[src/rtl/neuron_weight_seq.sv]
// Weight-BRAM controller for one neuron: streams weights in (LOAD), then sweeps
// the weight BRAM and feature buffer together to accumulate a signed dot product.
module neuron_weight_seq #(
  parameter int DEPTH = 28,
  parameter int AW    = 5,
  parameter int DW    = 16,
  parameter int ACC_W = 40
) (
  input  logic             CLK,
  input  logic             RSTN,
  input  logic             START,
  input  logic             LOAD,
  input  logic             LD_VALID,
  output logic             LD_READY,
  input  logic [DW-1:0]    LD_DATA,
  output logic [AW-1:0]    W_ADDR,
  output logic [DW-1:0]    W_DI,
  output logic             W_EN,
  output logic             W_WE,
  input  logic [DW-1:0]    W_DO,
  output logic [AW-1:0]    X_ADDR,
  input  logic [DW-1:0]    X_DATA,
  output logic             BUSY,
  output logic             DONE,
  output logic [ACC_W-1:0] ACC_OUT
);

  typedef enum logic [2:0] {S_IDLE, S_LOAD, S_FETCH, S_DRAIN, S_FIN} state_t;

  localparam logic [AW-1:0] LAST = AW'(DEPTH - 1);

  state_t                  state_q, state_d;
  logic [AW-1:0]           cnt_q, cnt_d;
  logic signed [ACC_W-1:0] acc_q, acc_d;
  logic                    ld_ready_q, ld_ready_d;
  logic [AW-1:0]           w_addr_q, w_addr_d;
  logic [AW-1:0]           x_addr_q, x_addr_d;
  logic [DW-1:0]           w_di_q, w_di_d;
  logic                    w_en_q, w_en_d;
  logic                    w_we_q, w_we_d;
  logic                    busy_q, busy_d;
  logic                    done_q, done_d;
  logic [ACC_W-1:0]        acc_out_q, acc_out_d;

  // Operands widened before the multiply so the product is a full 2*DW signed value.
  logic signed [2*DW-1:0]  w_s, x_s, prod;
  logic signed [ACC_W-1:0] prod_ext;

  always_comb begin
    w_s      = {{DW{W_DO[DW-1]}}, W_DO};
    x_s      = {{DW{X_DATA[DW-1]}}, X_DATA};
    prod     = w_s * x_s;
    prod_ext = {{(ACC_W-2*DW){prod[2*DW-1]}}, prod};
  end

  always_comb begin
    state_d    = state_q;
    cnt_d      = cnt_q;
    acc_d      = acc_q;
    ld_ready_d = 1'b0;
    w_addr_d   = w_addr_q;
    x_addr_d   = x_addr_q;
    w_di_d     = w_di_q;
    w_en_d     = 1'b0;
    w_we_d     = 1'b0;
    done_d     = 1'b0;
    acc_out_d  = acc_out_q;

    case (state_q)
      S_IDLE: begin
        if (LOAD) begin
          state_d    = S_LOAD;
          cnt_d      = '0;
          ld_ready_d = 1'b1;
        end else if (START) begin
          state_d  = S_FETCH;
          cnt_d    = '0;
          acc_d    = '0;
          w_en_d   = 1'b1;
          w_addr_d = '0;
          x_addr_d = '0;
        end
      end
      S_LOAD: begin
        ld_ready_d = 1'b1;
        if (LD_VALID && ld_ready_q) begin
          w_en_d   = 1'b1;
          w_we_d   = 1'b1;
          w_addr_d = cnt_q;
          w_di_d   = LD_DATA;
          if (cnt_q == LAST) begin
            ld_ready_d = 1'b0;
            state_d    = S_IDLE;
            cnt_d      = '0;
          end else begin
            cnt_d = cnt_q + AW'(1);
          end
        end
      end
      S_FETCH: begin
        // Every edge in FETCH closes a read cycle, so its data is always valid here.
        acc_d = acc_q + prod_ext;
        if (cnt_q == LAST) begin
          state_d = S_DRAIN;
          cnt_d   = '0;
        end else begin
          cnt_d    = cnt_q + AW'(1);
          w_en_d   = 1'b1;
          w_addr_d = cnt_q + AW'(1);
          x_addr_d = cnt_q + AW'(1);
        end
      end
      S_DRAIN: state_d = S_FIN;
      S_FIN: begin
        acc_out_d = acc_q;
        done_d    = 1'b1;
        state_d   = S_IDLE;
      end
      default: state_d = S_IDLE;
    endcase

    busy_d = (state_d != S_IDLE);
  end

  always_ff @(posedge CLK) begin
    if (!RSTN) begin
      state_q    <= S_IDLE;
      cnt_q      <= '0;
      acc_q      <= '0;
      ld_ready_q <= 1'b0;
      w_addr_q   <= '0;
      x_addr_q   <= '0;
      w_di_q     <= '0;
      w_en_q     <= 1'b0;
      w_we_q     <= 1'b0;
      busy_q     <= 1'b0;
      done_q     <= 1'b0;
      acc_out_q  <= '0;
    end else begin
      state_q    <= state_d;
      cnt_q      <= cnt_d;
      acc_q      <= acc_d;
      ld_ready_q <= ld_ready_d;
      w_addr_q   <= w_addr_d;
      x_addr_q   <= x_addr_d;
      w_di_q     <= w_di_d;
      w_en_q     <= w_en_d;
      w_we_q     <= w_we_d;
      busy_q     <= busy_d;
      done_q     <= done_d;
      acc_out_q  <= acc_out_d;
    end
  end

  assign LD_READY = ld_ready_q;
  assign W_ADDR   = w_addr_q;
  assign X_ADDR   = x_addr_q;
  assign W_DI     = w_di_q;
  assign W_EN     = w_en_q;
  assign W_WE     = w_we_q;
  assign BUSY     = busy_q;
  assign DONE     = done_q;
  assign ACC_OUT  = acc_out_q;

endmodule
[config.mk]
export PLATFORM = sky130hd
export DESIGN_NAME = neuron_weight_seq
export DESIGN_NICKNAME = d
export VERILOG_FILES = /design/src/rtl/neuron_weight_seq.sv
export SDC_FILE = /design/constraint.sdc
export NUM_CORES = 1
export LEC_CHECK = 0
export ABC_CLOCK_PERIOD_IN_PS = 8360
export BUFFER_PORTS_ARGS = -buffer_cell sky130_fd_sc_hd__buf_2
export CAP_MARGIN = 15
export CORE_ASPECT_RATIO = 1.75
export CORE_MARGIN = 2
export CORE_UTILIZATION = 47
export DETAILED_ROUTE_END_ITERATION = 7
export GPL_TIMING_DRIVEN = 1
export RECOVER_POWER = 100
export SYNTH_ARGS = -nofsm -noshare
export SYNTH_HDL_FRONTEND = slang
export SYNTH_SLANG_ARGS = --single-unit
[constraint.sdc]
create_clock -name CLK -period 8.36 [get_ports CLK]
set_input_delay 1.672 -clock CLK [delete_from_list [all_inputs] [get_ports CLK]]
set_output_delay 1.672 -clock CLK [all_outputs]
set_load 0.05 [all_outputs]
# ---- Word level (Yosys, flattened, before mapping)
# Index checks and enable logic that the tools add are counted.
# W data, S select, Z words.
dict set report word_totals {
  register_bits 119
  inputBits 53
  out_inout_bits 71
  elab_cells 64
}
dict set report classes {
  addsub 2
  n_mul 1
  eq_ne 10
  mux 28
  reduce_logical 11
}
# op count
set ops {}
lappend ops {{$mux W40} 2}
lappend ops {{$pmux W40 S2} 1}
lappend ops {{$add A40 B32 Y40} 1}
lappend ops {{$mux W5} 7}
lappend ops {{$mul A16 B16 Y32} 1}
lappend ops {{$pmux W5 S3} 2}
lappend ops {{$mux W3} 5}
lappend ops {{$pmux W3 S4} 1}
lappend ops {{$pmux W5 S2} 1}
lappend ops {{$ne A2 B2 Y1 const B} 4}
lappend ops {{$mux W1} 7}
lappend ops {{$eq A3 B2 Y1 const B} 2}
lappend ops {{$reduce_and A3 Y1} 2}
lappend ops {{$reduce_bool A3 Y1} 2}
lappend ops {{$add A5 B1 Y5 const B} 1}
lappend ops {{$eq A5 B5 Y1 const B} 1}
lappend ops {{$reduce_and A5 Y1} 1}
lappend ops {{$reduce_and A2 Y1} 2}
lappend ops {{$reduce_and A4 Y1} 1}
lappend ops {{$eq A3 B1 Y1 const B} 1}
lappend ops {{$eq A3 B3 Y1 const B} 1}
lappend ops {{$logic_not A3 Y1} 1}
lappend ops {{$ne A3 B3 Y1 const B} 1}
lappend ops {{$pmux W1 S3} 1}
lappend ops {{other kinds (3)} 3}

# ---- Logic depth before layout (Yosys ltp)
dict set report logic_depth {
  word_depth 5
  depth_mapped 23
  ltp_nobuf 23
}

# ---- Worst setup path after synthesis
# OpenSTA, ideal clock, no wires.
dict set report synth_path {
  path_kind {input-to-reg}
  startpoint {input W_DO[15]}
  endpoint {register acc_q[39]}
  arrival_ns 7.418
  required_ns 8.235
  setup_slack_ns 0.817
  path_stages 22
  path_buffers 1
  path_cell_list {clkbuf_1 nand2_1 inv_1 fa_1 fa_1 inv_1 fa_1 inv_1 fa_1 fa_1 inv_1 fa_1 inv_1 ha_1 and4_4 and2_1 a31oi_1 nand4_1 or4_4 a311oi_2 xnor2_1 o21ai_1}
}
dict set report synth_between {
  elab_chain_cells 3
}
# element line
set synth_rtl {}
lappend synth_rtl {{start: declaration} 20} ;# input logic [DW-1:0] W_DO,
lappend synth_rtl {{$mul A16 B16 Y32} 52} ;# prod = w_s * x_s;
lappend synth_rtl {{$add A40 B32 Y40} 102} ;# acc_d = acc_q + prod_ext;
lappend synth_rtl {{$pmux W40 S2} 69} ;# case (state_q)
lappend synth_rtl {{end signal: assignment} 129} ;# acc_q <= '0;
lappend synth_rtl {{end signal: assignment} 142} ;# acc_q <= acc_d;
lappend synth_rtl {{end: declaration} 34} ;# logic signed [ACC_W-1:0] acc_q, acc_d;
# No other way between the ends.
# A chain may end at the register's enable or synchronous reset.

# ---- Worst setup path in the final report
dict set report layout_path {
  startpoint {input W_DO[15]}
  endpoint {register acc_q[38]}
}
# Same word-level chain as after synthesis.

==> run metrics <==
status=complete, but fails checks; failing checks=capacitance limit, slew limit; area share of the largest cell type after synthesis=0.404; Cell Rows=90; setup_tns=0 ns; vias in the first global route=13300; largest area contributor in the netlist=fa_1; RSZ-0062 raised after global routing=no; CTS tree=done; Final Slew Violations=between 90 and 100; die width=around 150 µm; Starting Density=0.476; yosys warns=0; Starting DRT DRC Count=455; CP Launch Type=input port; first-pass GRT wire length=around 67 mm; FILL cells=3325; dpl cells=2365; Achievable Freq=129 MHz; Clock Skew=between 0.005 and 0.006 ns; Most used DFF post-synth=dfxtp_1; Syn Area/Cell=slightly below 9 µm²; wire per inst=16.4 µm; Tcrit/Tclk final=0.929; Die H=around 250 µm; Final GP Congestion=around 0.9; DRT antenna net count=0; Detailed Route WL=39.4 mm; Mapped Area=between 15000 and 20000 µm²; Slew headroom=-1.75; CP Max Fanout=16; final hold viol count=0; Max-cap violations=1; io pins=between 100 and 150; actual slew at the worst max-slew pin=4.13 ns; input/output buffers=123; Min-Delay Path Class=reg -> reg; Finished Layout Cells=roughly 2400; Remaining DRCs=0; GRT overflow=0; Crit path arrival time=between 8 and 9 ns; CTS Hold Bufs=0; register area=approximately 2400 µm²; layout cells sized above 1=0.0485; largest net degree at the start of global routing=95; post-synthesis sequential area ratio=0.146; Post CTS Setup Buffer Count=0; number of H-tree levels=4; area grow syn2layout=9.18%; Final HPWL DP=between 30 and 40 mm; clk root buf=clkbuf_16; Multi-input gate area=~12000 µm²; number of synthesized flops with an enable pin=0; Max clock buf depth=2; # diodes=0; FF+latch count, synth=about 120; core outline area=about 34000 µm²; endpoints failing setup=0; total number of vias=about 12000; syn_nets=~2300; vias per cell=5.09; die footprint=36400 µm²; Cells after Synth=1840; worst skew pair latency=approximately 0.42 ns; DRT Pass-1 Iters=5; CTS Buf Count=17; CP Capture Type=flip-flop; Crit Path Class=in -> reg; Post-synth ARST share=0; worst endpoint required time=just under 9 ns; Tot GR Track Use=0.229; clk slew on worst S/H paths=0.06 ns; minimum clock period=7.77 ns; top cells by area, synth=fa_1 (40%), dfxtp_1 (15%), inv_1 (9.4%); initial antenna violation count=0; CTS Sinks=about 120; # nets final=about 2400; cts repair resizes=0; synth unique cells=between 50 and 60
==> sequential cells by signal, indices dropped and copies added (netlist names) <==
name      flops
state_q       3
LD_READY      1
cnt_q         5
X_ADDR        5
BUSY          1
W_EN          1
ACC_OUT      40
W_ADDR        5
W_WE          1
acc_q        40
W_DI         16
DONE          1
==> placed cells by master (no fill, tap or decap), drive strengths merged, types with 8 or more instances in the layout <==
| cell type | n |
|---|---|
| nor3 | 8 |
| a21oi | 95 |
| xor2 | 20 |
| a21o | 11 |
| a22oi | 22 |
| dfxtp | 119 |
| o21ai | 41 |
| fa | 330 |
| inv | 414 |
| nand3 | 14 |
| nand2 | 297 |
| clkbuf | 93 |
| and2 | 120 |
| ha | 116 |
| nor2 | 72 |
| xnor2 | 24 |
| buf | 59 |
| o21bai | 8 |
==> cell type report <==
class,count,area share
clock buffer,19,0.0254
inverter,411,0.0864
tap,460,0.0322
timing repair buffer,133,0.0333
clock inverter,13,0.00939
sequential,119,0.133
multi-input combinational,1242,0.680
==> critical path: stages <==
cell and delay (ns):
buf_2 0.21, nand2_1 0.20, inv_1 0.09, fa_1 0.79, fa_1 0.47, inv_1 0.32
fa_1 0.48, inv_1 0.09, fa_1 0.40, fa_1 0.50, inv_1 0.05, fa_1 0.48
inv_1 0.04, ha_1 0.34, a21oi_1 0.28, o21ai_0 0.25, a22oi_1 0.29, o21ai_0 0.15
o211ai_1 0.29, a31oi_1 0.18, or4_1 0.44, o211ai_1 0.11
==> kinds of logic after synthesis <==
group | count (synthesis) | synth area share
AO/OA/AOI/OAI | 207 | 0.0767
XOR/XNOR | 44 | 0.0236
adder cells (fa/ha/maj) | 446 | 0.492
flip-flops | 119 | 0.146
buffers and inverters | 479 | 0.110
multiplexers | 1 | 0.000612
AND/OR/NAND/NOR | 544 | 0.151
==> synthesized netlist by cell type (3+ instances only) <==
cell type and instances:
o31ai_1 4, a21oi_1 93, nor2_1 72, a22oi_1 22, ha_1 116, buf_1 6
dfxtp_1 119, nor2b_1 3, o211ai_1 6, o21ai_0 39, fa_1 330, a21o_1 10
nand4_1 6, nand3b_1 3, nand2_1 297, xor2_1 20, nand2b_1 6, o21bai_1 8
nor3_1 8, clkbuf_1 61, xnor2_1 24, and3_1 5, nand3_1 14, a31oi_1 6
a211oi_1 3, inv_1 411, and2_1 119
==> final timing paths <==
check	startpoint	endpoint	slack, ns	depth (start not counted)
min reg2reg	ACC_OUT[28]$_SDFFE_PN0P_	ACC_OUT[28]$_SDFFE_PN0P_	0.45	2
min	ACC_OUT[28]$_SDFFE_PN0P_	ACC_OUT[28]$_SDFFE_PN0P_	0.45	2
max reg2reg	acc_q[15]$_SDFFE_PN0P_	acc_q[39]$_SDFFE_PN0P_	2.84	18
max	W_DO[15]	acc_q[38]$_SDFFE_PN0P_	0.59	22
==> layer usage <==
| metal | global-route usage | vias to the layer above | share of wire |
|---|---|---|---|
| met4 | 0.0832 | 0 | 0.035 |
| met1 | 0.259 | 6166 | 0.38 |
| met3 | 0.0258 | 85 | 0.032 |
| met5 | 0 | - | 0 |
| met2 | 0.440 | 238 | 0.55 |
| li1 | - | 5706 | - |
==> per-stage QoR <==
stage | area (µm²) | hold WS [ns] | setup WS (ns) | util
finish | 17900 | 0.452 | 0.590 | 0.520
global route | 17900 | 0.475 | 0.221 | 0.520
CTS | 18000 | 0.452 | 0.677 | 0.524
detailed placement | 17400 | 0.444 | 0.254 | 0.506
global placement | 17400 | 0.440 | 0.401 | 0.506
floorplan | 16400 | 0.445 | 0.817 | -
Power is left out: the tool's default activity adds up to more than one toggle a clock period on the data nets, which glitch-free logic cannot reach.
